$ cat config.mk
export PLATFORM = sky130hd
export DESIGN_NAME = fetch_unit
export DESIGN_NICKNAME = d
export VERILOG_FILES = /design/src/rtl/fetch_unit_pkg.sv /design/src/rtl/fetch_next_pc.sv /design/src/rtl/fetch_unit.sv
export SDC_FILE = /design/constraint.sdc
export NUM_CORES = 1
export LEC_CHECK = 0
export CAP_MARGIN = 20
export CORE_UTILIZATION = 43
export CTS_CLUSTER_SIZE = 8
export DETAILED_ROUTE_END_ITERATION = 6
export PLACE_DENSITY = 0.76
export SLEW_MARGIN = 10
export SYNTH_ARGS = -nofsm -noshare
export SYNTH_HDL_FRONTEND = slang
export SYNTH_SLANG_ARGS = --single-unit
$ cat constraint.sdc
create_clock -name Clk -period 1.99 [get_ports Clk]
set_clock_uncertainty 0.05 [all_clocks]
set_input_delay 0.597 -clock Clk [delete_from_list [all_inputs] [get_ports Clk]]
set_output_delay 0.597 -clock Clk [all_outputs]
set_load 0.01 [all_outputs]
$ cat src/rtl/fetch_unit_pkg.sv
// Shared types and defaults for the fetch / program-counter stage.
// The FETCH_PERF_CNT_EN build also uses the counter width and saturating increment below.
package fetch_unit_pkg;

    localparam int PC_W_DEF       = 10;
    localparam int START_ADDR_DEF = 0;
    localparam int JOFF_W_DEF     = 5;
    localparam int CNT_W          = 16;

    typedef enum logic [1:0] {
        IDLE   = 2'd0,
        RUN    = 2'd1,
        HALTED = 2'd2
    } fetch_state_t;

    // Counters stick at all-ones rather than wrapping.
    function automatic logic [CNT_W-1:0] sat_inc(input logic [CNT_W-1:0] v);
        if (v == {CNT_W{1'b1}}) begin
            return v;
        end
        return v + CNT_W'(1);
    endfunction

endpackage

$ cat src/rtl/fetch_next_pc.sv
// Combinational next-PC selection: jump, then taken branch, then sequential step.
// The sum is taken modulo 2^PC_W, so a step or jump past either end wraps silently.
module fetch_next_pc
    import fetch_unit_pkg::*;
#(
    parameter int PC_W   = PC_W_DEF,
    parameter int JOFF_W = JOFF_W_DEF
) (
    input  logic [PC_W-1:0]   pc,
    input  logic              jump,
    input  logic              branch_en,
    input  logic              taken,
    input  logic [JOFF_W-1:0] jump_off,
    input  logic [PC_W-1:0]   br_target,
    output logic [PC_W-1:0]   next_pc
);

    logic [PC_W-1:0] joff_ext;

    always_comb begin
        joff_ext = {{(PC_W-JOFF_W){jump_off[JOFF_W-1]}}, jump_off};
        next_pc  = pc + PC_W'(1);
        if (jump) begin
            next_pc = pc + joff_ext;
        end else if (branch_en && taken) begin
            next_pc = br_target;
        end
    end

endmodule

$ cat src/rtl/fetch_unit.sv
// Fetch stage: owns the PC and the IDLE/RUN/HALTED sequencing around it.
// Defining FETCH_PERF_CNT_EN adds the CycleCnt/TakenCnt performance counters.
//
//   state  | meaning
//   -------+---------------------------------------------------------
//   IDLE   | parked at START_ADDR, waiting for Start to drop
//   RUN    | fetching; PC advances once per edge unless stalled
//   HALTED | halt instruction reached; PC frozen, Done high
module fetch_unit
    import fetch_unit_pkg::*;
#(
    parameter int PC_W       = PC_W_DEF,
    parameter int START_ADDR = START_ADDR_DEF,
    parameter int JOFF_W     = JOFF_W_DEF
) (
    input  logic              Clk,
    input  logic              Reset,
    input  logic              Start,
    input  logic              Stall,
    input  logic              Jump,
    input  logic              BranchEn,
    input  logic              Taken,
    input  logic [JOFF_W-1:0] JumpOff,
    input  logic [PC_W-1:0]   BrTarget,
    input  logic              Halt,
    output logic [PC_W-1:0]   ProgCtr,
    output logic              Running,
`ifdef FETCH_PERF_CNT_EN
    output logic [CNT_W-1:0]  CycleCnt,
    output logic [CNT_W-1:0]  TakenCnt,
`endif
    output logic              Done
);

    localparam logic [PC_W-1:0] START_PC = PC_W'(START_ADDR);

    fetch_state_t    state_q, state_d;
    logic [PC_W-1:0] pc_q, pc_d;
    logic            running_q, running_d;
    logic            done_q, done_d;
    logic [PC_W-1:0] seq_pc;
    logic            in_run;
    logic            advance;

    fetch_next_pc #(
        .PC_W   (PC_W),
        .JOFF_W (JOFF_W)
    ) u_next_pc (
        .pc        (pc_q),
        .jump      (Jump),
        .branch_en (BranchEn),
        .taken     (Taken),
        .jump_off  (JumpOff),
        .br_target (BrTarget),
        .next_pc   (seq_pc)
    );

    assign in_run  = (state_q == RUN) && !Start;
    assign advance = in_run && !Stall && !Halt;

    always_comb begin
        state_d = state_q;
        pc_d    = pc_q;
        if (Start) begin
            state_d = IDLE;
            pc_d    = START_PC;
        end else begin
            unique case (state_q)
                IDLE: begin
                    state_d = RUN;
                end
                RUN: begin
                    if (Stall) begin
                        pc_d = pc_q;
                    end else if (Halt) begin
                        state_d = HALTED;
                    end else begin
                        pc_d = seq_pc;
                    end
                end
                HALTED: begin
                    state_d = HALTED;
                end
                default: begin
                    state_d = IDLE;
                    pc_d    = START_PC;
                end
            endcase
        end
        // Status flags are decoded from the next state so the outputs come straight from flops.
        running_d = (state_d == RUN);
        done_d    = (state_d == HALTED);
    end

    always_ff @(posedge Clk or negedge Reset) begin
        if (!Reset) begin
            state_q   <= IDLE;
            pc_q      <= START_PC;
            running_q <= 1'b0;
            done_q    <= 1'b0;
        end else begin
            state_q   <= state_d;
            pc_q      <= pc_d;
            running_q <= running_d;
            done_q    <= done_d;
        end
    end

    assign ProgCtr = pc_q;
    assign Running = running_q;
    assign Done    = done_q;

`ifdef FETCH_PERF_CNT_EN
    logic [CNT_W-1:0] cycle_cnt_q, cycle_cnt_d;
    logic [CNT_W-1:0] taken_cnt_q, taken_cnt_d;
    logic             redirect;

    assign redirect = advance && (Jump || (BranchEn && Taken));

    always_comb begin
        cycle_cnt_d = cycle_cnt_q;
        taken_cnt_d = taken_cnt_q;
        if (Start) begin
            cycle_cnt_d = '0;
            taken_cnt_d = '0;
        end else begin
            if (in_run) begin
                cycle_cnt_d = sat_inc(cycle_cnt_q);
            end
            if (redirect) begin
                taken_cnt_d = sat_inc(taken_cnt_q);
            end
        end
    end

    always_ff @(posedge Clk or negedge Reset) begin
        if (!Reset) begin
            cycle_cnt_q <= '0;
            taken_cnt_q <= '0;
        end else begin
            cycle_cnt_q <= cycle_cnt_d;
            taken_cnt_q <= taken_cnt_d;
        end
    end

    assign CycleCnt = cycle_cnt_q;
    assign TakenCnt = taken_cnt_q;
`else
    // Without counters, the advance decode feeds nothing but this tie-off.
    logic unused_advance;
    assign unused_advance = advance;
`endif

    // Jump with BranchEn is an illegal decoder encoding; Jump still wins in the mux.
    illegal_jump_branch: assert property (@(posedge Clk) disable iff (!Reset)
        !(in_run && Jump && BranchEn));

endmodule

Yosys cells after proc, flatten, opt, wreduce, memory -nomap -nowiden:

Index checks and enable logic that the tools add are counted.
Widths: inputs -> output; s select.

* bits of input ports: 23
* output and inout bits: 12
* register bits after elaboration: 14
* logic and storage cells: 27

* add/sub/neg operators: 2
* reductions and logical operators: 4
* muxes and demuxes: 10
* eq/ne operators: 7

Operators by type and width (count)
* $mux 10: 5
* $pmux 10 s2: 1
* $add 10x1->10 const B: 1
* $add 10x10->10: 1
* $mux 2: 3
* $ne 3x3->1 const B: 2
* $pmux 2 s3: 1
* $eq 2x1->1 const B: 2
* $eq 2x2->1 const B: 2
* $reduce_and 3->1: 1
* $logic_not 2->1: 1
* $ne 2x1->1 const B: 1
* $reduce_or 2->1: 1
* $logic_and 1x1->1: 1

Logic depth before layout (Yosys ltp):

Gate-level depths: netlist of the first run.

* word-level depth: 7
* depth in mapped cells: 9
* gate-level depth less buffers: 9

Modules after synthesis:

A second synthesis of the first run with hierarchy kept.

* cells, all modules: 147
* area total of the unflattened synthesis: 1318.8 µm²

By module, submodules not included
* fetch_next_pc: seq. area each 0.0 µm², times used 1, area an instance 778.2 µm², cells each 111
* fetch_unit: seq. area each 350.3 µm², times used 1, area an instance 540.5 µm², cells each 36

Worst setup path before layout of the first run:

Ideal clock, no wire load.

* path type: in2reg
* from: in JumpOff[0]
* to: reg pc_q[6] (netlist: ProgCtr[6])
* setup time: 0.126 ns
* data arrival time: 2.092 ns
* buffers on the path: 0
* stages: 9
* required time: 1.814 ns
* slack: -0.279 ns
* path through: ha_1 inv_1 fa_1 nand2b_1 a21oi_1 o21a_1 nor2_1 xnor2_1 a221o_1

* word-level cells in the longest chain between the ends: 6

RTL lines
* start: declaration: RTL line fetch_unit.sv:23 `input logic [JOFF_W-1:0] JumpOff,`
* $add 10x10->10: RTL line fetch_next_pc.sv:24 `next_pc = pc + joff_ext;`
* $mux 10: RTL line fetch_next_pc.sv:23 `if (jump) begin`
* $mux 10: RTL line fetch_unit.sv:75 `end else if (Halt) begin`
* $mux 10: RTL line fetch_unit.sv:73 `if (Stall) begin`
* $pmux 10 s2: RTL line fetch_unit.sv:68 `unique case (state_q)`
* $mux 10: RTL line fetch_unit.sv:64 `if (Start) begin`
* end signal: assignment: RTL line fetch_unit.sv:103 `pc_q <= pc_d;`
* end: declaration: RTL line fetch_unit.sv:38 `logic [PC_W-1:0] pc_q, pc_d;`

Every way passes these cells. The select of a mux whose other input is x is not followed.
A chain may end at the register's enable or synchronous reset.

Final worst setup path of the first run:

* from: reg pc_q[0] (netlist: ProgCtr[0])
* to: reg pc_q[6] (netlist: ProgCtr[6])

* word-level cells in the longest chain between the ends: 7
* elaborated cells on any way between the ends: 8
* those cells by class: add/sub (2); mux (6)

RTL lines
* $add 10x1->10: RTL line fetch_next_pc.sv:22 `next_pc = pc + PC_W'(1);`
* $mux 10: RTL line fetch_next_pc.sv:25 `end else if (branch_en && taken) begin`
* $mux 10 *: RTL line fetch_next_pc.sv:23
* $mux 10 *: RTL line fetch_unit.sv:75
* $mux 10 *: RTL line fetch_unit.sv:73
* $pmux 10 s2 *: RTL line fetch_unit.sv:68
* $mux 10 *: RTL line fetch_unit.sv:64

Mark *: on every way between the ends. The rest lies on a longest branch, timed or not. The select of a mux whose other input is x is not followed.

==> run metrics, run 1 <==
1st-iter DRT viols 39; Seq cells post-synth 14; Setup Total Neg Slack -0.0592 ns; Clock Latency Late Sink approximately 0.3 ns; filler cell count around 180; hpwl dp 2.85 mm; Layout Utilization 78.7%; routed vias between 1,000 and 1,500; Hold Vio Cnt, Final 0; core area 0.00257 mm^2; cells on worst reg2reg path 9; Avg Inst Size Synth around 8.3 um^2; Routed WL roughly 4.0 mm; worst reg2reg setup slack -0.05 ns; Max Buffers Root-to-Sink 2; PortBufs 34; unrepaired setup endpoints after global routing yes; FMAX 490 MHz; Hold Path Depth 1; Post-synth top flop dfrtp_1; Ys Warns 0; CTS tree yes; first-pass GRT wire length roughly 6.4 mm; Final ANT Viol Nets 0; worst reg2reg endpoint ProgCtr[6]$_DFFE_PN0P_; Synth top area share between 20% and 30%; # setup viols final 2; Worst-path clk slew roughly 0.10 ns; Crit Path Class flop to flop; Final #Nets approximately 250; final setup margin -0.0493 ns; H-tree Lvls 1; worst path required time roughly 2.1 ns; Mapped Cells 146; status finished, violations left; ANT cells 0; area of the mapped netlist roughly 0.0012 mm^2; Syn Nets between 150 and 200; total congestion overflow 0; Max-slew headroom ~76%; VDD IR max ~0.00039 V; pin count of the biggest net entering global routing 18; Rows 18; worst-margin pin slew 0.364 ns; Crit. End Element flop; synth top area cells dfrtp_1 (29%), ha_1 (10%), xor2_1 (6.5%), a21oi_1 (6.2%), nor2_1 (6.2%); vias per cell 5.79; CTS Root Cell clkbuf_4; period utilization 102%; die height between 50 and 60 um; CP Launch Type flop; Hold Crit Start state_q[1]$_DFF_PN0_; asr flop ratio synth 100%; Remaining DRCs 0; CTS Sinks 14; number of global-route vias before repair ~1,400; fin area a little over 0.002 mm^2; Die W around 55 um; initial antenna violation count 0; Seq/Total Area, Yosys between 20% and 30%; Final Max Slew Viols 0; Starting Density a little under half; PD cells approximately 400 mW/mm^2; CTS buffer count 3; DRT Pass-1 Iters 4; Hold EP Running$_DFF_PN0_; share of cells above drive strength 1 a little under a third; detailed-route wire length per cell about 16 um; failing checks negative setup slack; Final min period slightly above 2 ns; die area about 0.0031 mm^2; GRT Overall Usage 26.4%; crit path DAT 2.18 ns; leakage dissipation ~0.94 nW; placed instance area between 0.0015 and 0.002 mm^2; Post-synth EDFFs 0; IO Count 35; largest area contributor in the netlist dfrtp_1; Final Wtd Congestion around 0.86; P&R area growth vs syn 65.7%; worst hold path class flop to flop; R2R Path Start ProgCtr[0]$_DFFE_PN0P_; max-cap violation count 0; Synth cell types 35; worst-path maximum fanout 3
==> layout make-up <==
type	count	area (um^2)	share of cell area, %
Timing Repair Buffer	71	609	30.2
Tap cell	30	37.5	1.86
Clock buffer	4	36.3	1.80
Sequential cell	14	355	17.6
Multi-Input combinational cell	125	962	47.6
Inverter	5	18.8	0.929
==> worst max path at each step <==
stage	slack (ns)	endpoint	from
6_report	-0.05	ProgCtr[6]$_DFFE_PN0P_	ProgCtr[0]$_DFFE_PN0P_
4_1_cts	-0.04	ProgCtr[6]$_DFFE_PN0P_	ProgCtr[0]$_DFFE_PN0P_
2_1_floorplan	-0.14	ProgCtr[6]$_DFFE_PN0P_	JumpOff[0]
3_3_place_gp	-0.72	ProgCtr[6]$_DFFE_PN0P_	JumpOff[0]
5_1_grt	-0.11	ProgCtr[6]$_DFFE_PN0P_	ProgCtr[0]$_DFFE_PN0P_
3_5_place_dp	-0.77	ProgCtr[6]$_DFFE_PN0P_	JumpOff[0]
==> per-stage QoR <==
step	setup WS [ns]	total power, W	hold slack (ns)	std cells
final	-0.0493	0.000802	0.488	249
after global routing	-0.110	0.000842	0.529	249
after CTS	-0.0449	0.000801	0.506	247
after detailed placement	-0.766	0.000564	0.490	239
after global placement	-0.721	0.000556	0.453	239
after floorplan	-0.142	0.000421	0.251	146
==> state kept, by name (all words and copies together) (netlist names) <==
signal,flops
state_q,2
Done,1
ProgCtr,10
Running,1
==> report_power, final <==
| group | switching (W) | internal [W] | leakage (nW) |
|---|---|---|---|
| Sequential | 0.0000138 | 0.000296 | 0.183 |
| Combinational | 0.000121 | 0.000148 | 0.735 |
| Clock | 0.000112 | 0.000112 | 0.0210 |
==> cells in the mapped netlist (2+ instances only) <==
library cell,instances
a21oi_1,15
and3_1,4
a221o_1,4
nand4_1,4
dfrtp_1,14
a311oi_1,2
inv_1,5
a22o_1,2
a211oi_1,3
nor2_1,20
ha_1,10
nand3_1,3
xnor2_1,5
and2_1,2
a31o_2,2
nand2_1,12
o21ai_0,8
clkbuf_1,2
a31oi_1,2
o21a_1,2
nand2b_1,3
xor2_1,9
==> cells by family (layout without fill, tap and decap cells) <==
| logic type | after synthesis | after routing | synth area share [%] |
|---|---|---|---|
| fa+ha+maj | 11 | 11 | 11.9 |
| xor+xnor | 14 | 14 | 10.1 |
| mux | 1 | 1 | 0.821 |
| flops | 14 | 14 | 28.7 |
| buf+inv | 7 | 80 | 2.16 |
| compound gates | 45 | 45 | 24.5 |
| simple gates | 54 | 54 | 21.8 |
==> critical path, cell delays in order (launching register included) <==
cell and delay, ns:
dfrtp_1 0.40, ha_4 0.15, inv_2 0.03, fa_2 0.34, nand2b_4 0.16, a21oi_4 0.20
o21a_1 0.15, nor2_1 0.05, xnor2_1 0.12, a221o_1 0.28
==> cells in the final DEF (no fill, tap or decap), drive strengths merged, types with 2 or more instances in the layout <==
cell type,count
a211oi,3
a21oi,16
a221o,4
a22o,2
a311oi,2
a31o,2
a31oi,2
and2,2
and3,5
buf,39
clkbuf,5
clkdlybuf4s50,23
dfrtp,14
dlygate4sd2,7
ha,10
inv,5
nand2,12
nand2b,3
nand3,3
nand4,4
nor2,20
o21a,2
o21ai,9
xnor2,5
xor2,9
==> layer usage <==
layer / wire length (um) / track usage, % / vias up
met5: 0 / 0 / -
met4: 121 / 12.5 / 0
met3: 201 / 2.81 / 12
met2: 1940 / 46.6 / 73
met1: 1750 / 31.7 / 667
li1: - / - / 689
==> timing repair <==
item,in CTS,in global routing
buffers inserted,4,2
hold buffers,0,0
pin swaps,13,4
setup endpoints to repair,15,8
gates resized for setup,25,12
No activity file was read; power rests on OpenSTA's default activity.
==> run 2, diff against run 1 <==
--- a/config.mk
+++ b/config.mk
@@ -10,6 +10,7 @@
 export CTS_CLUSTER_SIZE = 8
 export DETAILED_ROUTE_END_ITERATION = 6
 export PLACE_DENSITY = 0.76
+export SKIP_LAST_GASP = 1
 export SLEW_MARGIN = 10
 export SYNTH_ARGS = -nofsm -noshare
 export SYNTH_HDL_FRONTEND = slang
==> run metrics, run 2 (synthesis results as in run 1) <==
worst-path maximum fanout 3 (unchanged); Hold Vio Cnt, Final 0 (unchanged); placed instance area 0.00188 mm^2 (unchanged); Reg power frac 38.7% (about the same); Final Max Slew Viols 0 (unchanged); combinational share of power 33.5% (about the same); CTS Sinks 14 (unchanged); # setup viols final 1 (-1); Clk network pwr share 27.9% (about the same); hpwl dp 2.85 mm (unchanged); worst path required time 2.13 ns (about the same); commonest non-fill, non-tap cell in the layout buf_4; IO Count 35 (unchanged); area of the multi-input gates 961 um^2 (-0.13%); Rows 18 (unchanged); CTS Root Cell clkbuf_4; Int Power 0.000556 W (about the same); detailed-route wire length per cell 16.1 um (about the same); Hold Buf Count CTS 0 (unchanged); FF+latch area 355 um^2 (unchanged); unrepaired setup endpoints after global routing yes; Starting Density 47.5% (unchanged); ANT cells 0 (unchanged); status finished, violations left; pin count of the biggest net entering global routing 18 (unchanged); period utilization 102% (-0.75 points); PD cells 397 mW/mm^2 (about the same); Finished Layout Cells 249 (unchanged); Crit Path Class flop to flop; total congestion overflow 0 (unchanged); Final ANT Viol Nets 0 (unchanged); crit path DAT 2.17 ns (about the same); first-pass GRT wire length 6.43 mm (+0.20%); Final min period 2.02 ns (-0.0149 ns); Max Buffers Root-to-Sink 2 (unchanged); fin area 0.00202 mm^2 (unchanged); filler cell count 176 (-0.56%); Setup Total Neg Slack -0.0344 ns (+0.0248 ns); Overall Power 0.000802 W (about the same); CP Launch Type flop; Remaining DRCs 0 (unchanged); Worst-path clk slew 0.10 ns (about the same); initial antenna violation count 0 (unchanged); Crit. End Element flop; die height 55.2 um (unchanged); number of global-route vias before repair 1,427 (unchanged); net switching share of the total power 30.7% (-0.094 points); die area 0.00305 mm^2 (unchanged); VDD IR max 0.000393 V (about the same); P&R area growth vs syn 65.7% (unchanged); final setup margin -0.0344 ns (+0.0149 ns); leakage dissipation 0.934 nW (-0.49%); commonest cells after routing, fill and taps aside buf_4 (36), clkdlybuf4s50_1 (24), nor2_1 (20), nand2_1 (11); 1st-iter DRT viols 34 (-13%); max-cap violation count 0 (unchanged); FMAX 494 MHz (+0.74%); Routed WL 4.02 mm (about the same); GRT Overall Usage 26.4% (+0.049 points); DRT Pass-1 Iters 4 (unchanged); PortBufs 34 (unchanged); Final #Nets 254 (unchanged); CTS buffer count 3 (unchanged); Die W 55.2 um (unchanged); CTS tree yes; dpl cells 239 (unchanged); number of flip-flops in the largest register 10 (unchanged); failing checks negative setup slack; Final Wtd Congestion 0.864 (unchanged); NetSw 0.000246 W (-0.39%); Clock Latency Late Sink 0.30 ns (about the same); core area 0.00257 mm^2 (unchanged); routed vias 1,440 (-0.069%); H-tree Lvls 1 (unchanged); share of cells above drive strength 1 31.5% (unchanged); worst hold path class flop to flop; DP Worst Slack -0.766 ns (unchanged); worst-margin pin slew 0.425 ns (+0.0607 ns); Max-slew headroom 71.0% (-4.7 points); vias per cell 5.78 (about the same)
-- run 2: changes by cell type in the layout (fill, tap and decap cells not counted) --
cell,previous run,this run
clkdlybuf4s50_1,23,24
a2111oi_1,1,0
a2111oi_0,0,1
dlygate4sd2_1,7,6
-- run 2: final timing paths --
kind,depth (start not counted),from,slack (ns),endpoint
setup / recovery,9,ProgCtr[0]$_DFFE_PN0P_,-0.03,ProgCtr[6]$_DFFE_PN0P_
min in group asynchronous,2,Reset,0.56,ProgCtr[7]$_DFFE_PN0P_
hold reg to reg,1,state_q[1]$_DFF_PN0_,0.49,Running$_DFF_PN0_
setup reg to reg,9,ProgCtr[0]$_DFFE_PN0P_,-0.03,ProgCtr[6]$_DFFE_PN0P_
max in group asynchronous,2,Reset,1.14,ProgCtr[5]$_DFFE_PN0P_
hold / removal,1,state_q[1]$_DFF_PN0_,0.49,Running$_DFF_PN0_
-- run 2: layout make-up --
class                      instances  area share (%)
tap                               30            1.86
inverter                           5           0.929
sequential                        14            17.6
multi-input combinational        125            47.6
timing repair buffer              71            30.2
clock buffer                       4            1.80
-- run 2: power by group through the flow --
stage / clock network, W / registers, W / logic, W
after detailed placement: 0 / 0.000315 / 0.000249
after CTS: 0.000233 / 0.000309 / 0.000259
after global routing: 0.000239 / 0.000312 / 0.000292
after global placement: 0 / 0.000313 / 0.000243
final: 0.000223 / 0.000310 / 0.000269
after floorplan: 0 / 0.000319 / 0.000102
-- run 2: worst max-delay path, cell delays in order, from the launching register on --
cell	delay, ns
dfrtp_1	0.40
ha_4	0.15
inv_2	0.03
fa_2	0.34
nand2b_4	0.16
a21oi_4	0.19
o21a_1	0.15
nor2_1	0.05
xnor2_1	0.12
a221o_1	0.28
-- run 2: metrics by stage --
stage               hold slack, ns  util (%)
finish                       0.488      78.7
global route                 0.529      78.7
CTS                          0.506      77.4
detailed placement           0.490      73.1
global placement             0.453      73.1
floorplan                    0.251         -
-- run 2: timing repair --
item / 4_1_cts / 5_1_grt
buffers inserted: 4 / 2
endpoints found under the setup margin: 15 / 9
endpoints found under the hold margin: 0 / 0
gates resized for setup: 24 / 11
pin swaps: 13 / 4
-- run 2: per-layer routing --
metal  global-route usage, %  wire length, um  up-vias  share of wire (%)
met5                       0                0        -                  0
li1                        -                -      686                  -
met2                    46.6             1960       62                 49
met1                    31.9             1770      679                 44
met4                    12.5              117        0                2.9
met3                    2.81              171       13                4.3
==> run 3, diff against run 2 <==
--- a/config.mk
+++ b/config.mk
@@ -6,10 +6,13 @@
 export NUM_CORES = 1
 export LEC_CHECK = 0
 export CAP_MARGIN = 20
-export CORE_UTILIZATION = 43
+export CELL_PAD_IN_SITES_DETAIL_PLACEMENT = 1
+export CELL_PAD_IN_SITES_GLOBAL_PLACEMENT = 2
+export CORE_UTILIZATION = 24
 export CTS_CLUSTER_SIZE = 8
 export DETAILED_ROUTE_END_ITERATION = 6
-export PLACE_DENSITY = 0.76
+export PLACE_DENSITY = 0.74
+export REMOVE_ABC_BUFFERS = 1
 export SKIP_LAST_GASP = 1
 export SLEW_MARGIN = 10
 export SYNTH_ARGS = -nofsm -noshare
==> run metrics, run 3 (synthesis results as in run 1) <==
PortBufs 34 (unchanged); worst reg2reg endpoint ProgCtr[6]$_DFFE_PN0P_; worst hold path class flop to flop; Clock Latency Late Sink 0.26 ns (-0.04 ns); Final ANT Viol Nets 0 (unchanged); worst-margin pin slew 0.334 ns (-0.0905 ns); routed vias 1,430 (-0.69%); Crit Path Class flop to flop; DRT Pass-1 Iters 6 (+2); CP Launch Type flop; crit path buf inv count 1 (unchanged); worst-path maximum fanout 3 (unchanged); hpwl dp 3.49 mm (+23%); VDD IR max 0.000211 V (-46%); Starting Density 25.3% (-22 points); commonest cells after routing, fill and taps aside buf_4 (39), clkdlybuf4s50_1 (23), nor2_1 (20), dfrtp_1 (12), nand2_1 (11); Worst-path clk slew 0.07 ns (-0.03 ns); number of flip-flops in the largest register 10 (unchanged); Final Max Slew Viols 0 (unchanged); vias per cell 4.90 (-15%); 1st-iter DRT viols 52 (+53%); critical path's slowest cell dfrtp_1; commonest non-fill, non-tap cell in the layout buf_4; IO Count 35 (unchanged); detailed-route wire length per cell 16.2 um (+0.34%); status finished, violations left; Hold Buf Count CTS 0 (unchanged); Overall Power 0.000868 W (+8.3%); Hold Crit Start state_q[1]$_DFF_PN0_; Remaining DRCs 0 (unchanged); number of global-route vias before repair 1,554 (+8.9%); failing checks negative setup slack; CTS Root Cell clkbuf_8; dpl cells 283 (+18%); total congestion overflow 0 (unchanged); R2R Path Start ProgCtr[0]$_DFFE_PN0P_; Finished Layout Cells 292 (+17%); Setup Total Neg Slack -0.0339 ns (+0.000534 ns); Max-slew headroom 77.7% (+6.7 points); ANT cells 0 (unchanged); # setup viols final 2 (+1); Final #Nets 261 (+2.8%); worst reg2reg setup slack -0.03 ns (about the same); max-cap violation count 0 (unchanged); Crit. End Element flop; Hold EP state_q[0]$_DFF_PN0_; Hold Vio Cnt, Final 0 (unchanged); critical-path cell list ha_4, inv_2, fa_2, nand2b_4, a21oi_4, o21a_1, nor2_1, xnor2_1, a221o_1; FMAX 496 MHz (+0.39%); first-pass GRT wire length 7.60 mm (+18%); Final Wtd Congestion 0.874 (+1.2%); PD cells 394 mW/mm^2 (-0.67%); share of cells above drive strength 1 34.7% (+3.2 points); cell family with most CP delay compound AO/OA/AOI/OAI gates; die area 0.00537 mm^2 (+76%); final setup margin -0.0266 ns (+0.00778 ns); leakage dissipation 1.05 nW (+12%); pin count of the biggest net entering global routing 15 (-3); worst path required time 2.08 ns (-0.05 ns); Max Buffers Root-to-Sink 2 (unchanged); filler cell count 575 (+230%); initial antenna violation count 0 (unchanged); cells on worst reg2reg path 9 (unchanged); Worst path max stage delay 0.40 ns (about the same); unrepaired setup endpoints after global routing yes; die height 73.3 um (+33%); crit path DAT 2.11 ns (-0.06 ns); H-tree Lvls 1 (unchanged); CTS tree yes; CP Launch Point ProgCtr[0]$_DFFE_PN0P_; core area 0.00482 mm^2 (+88%); Hold Path Depth 1 (unchanged); P&R area growth vs syn 80.7%; CTS buffer count 3 (unchanged); GRT Overall Usage 18.9% (-7.6 points); Rows 25 (+7); Final min period 2.02 ns (-0.00778 ns); Die W 73.3 um (+33%); period utilization 101% (-0.39 points); Routed WL 4.73 mm (+18%); CTS Sinks 14 (unchanged)
-- run 3: how the worst max path moves through the flow --
stage,to,slack [ns],cells after the start
after floorplan,ProgCtr[6]$_DFFE_PN0P_,-0.28,9
after global placement,ProgCtr[8]$_DFFE_PN0P_,-0.85,10
after detailed placement,ProgCtr[6]$_DFFE_PN0P_,-0.90,10
after CTS,ProgCtr[6]$_DFFE_PN0P_,-0.04,9
after global routing,ProgCtr[6]$_DFFE_PN0P_,-0.09,9
final,ProgCtr[6]$_DFFE_PN0P_,-0.03,9
-- run 3: per-stage QoR --
stage          instance area, um^2  hold WS [ns]  util [%]  setup WS [ns]
2_1_floorplan                 1210         0.251         -         -0.279
3_3_place_gp                  1950         0.450      40.4         -0.848
3_5_place_dp                  1950         0.485      40.4         -0.896
4_1_cts                       2160         0.494      44.8        -0.0438
5_1_grt                       2200         0.518      45.7        -0.0881
6_report                      2200         0.503      45.7        -0.0266
-- run 3: power by group --
group	leakage, nW	internal, W	switching [W]
clock network	0.0216	0.000135	0.000123
logic	0.842	0.000169	0.000132
registers	0.187	0.000296	0.0000134
-- run 3: what timing repair did --
item / in CTS / in global routing
setup buffers: 4 / 2
setup endpoints to repair: 9 / 15
gates resized for setup: 42 / 13
pin swaps: 15 / 4
-- run 3: cell type report --
| class | instances | area (um^2) | area share, % |
|---|---|---|---|
| well taps | 67 | 83.8 | 3.81 |
| inverters | 5 | 18.8 | 0.852 |
| flip-flops and latches | 14 | 353 | 16.0 |
| multi-input cells | 125 | 998 | 45.3 |
| repair buffers | 78 | 707 | 32.1 |
| clock buffers | 3 | 41.3 | 1.88 |
-- run 3: layer usage --
metal / wire, um / track usage [%] / vias up
li1: - / - / 698
met1: 2130 / 23.4 / 694
met2: 2410 / 34.5 / 31
met4: 50 / 4.79 / 0
met3: 144 / 2.06 / 7
met5: 0 / 0 / -
-- run 3: worst reg2reg max path, stage by stage (launching register included) --
cell and delay, ns:
dfrtp_1 0.40, ha_4 0.16, inv_2 0.04, fa_2 0.36, nand2b_4 0.16, a21oi_4 0.14
o21a_1 0.14, nor2_1 0.04, xnor2_1 0.12, a221o_1 0.30
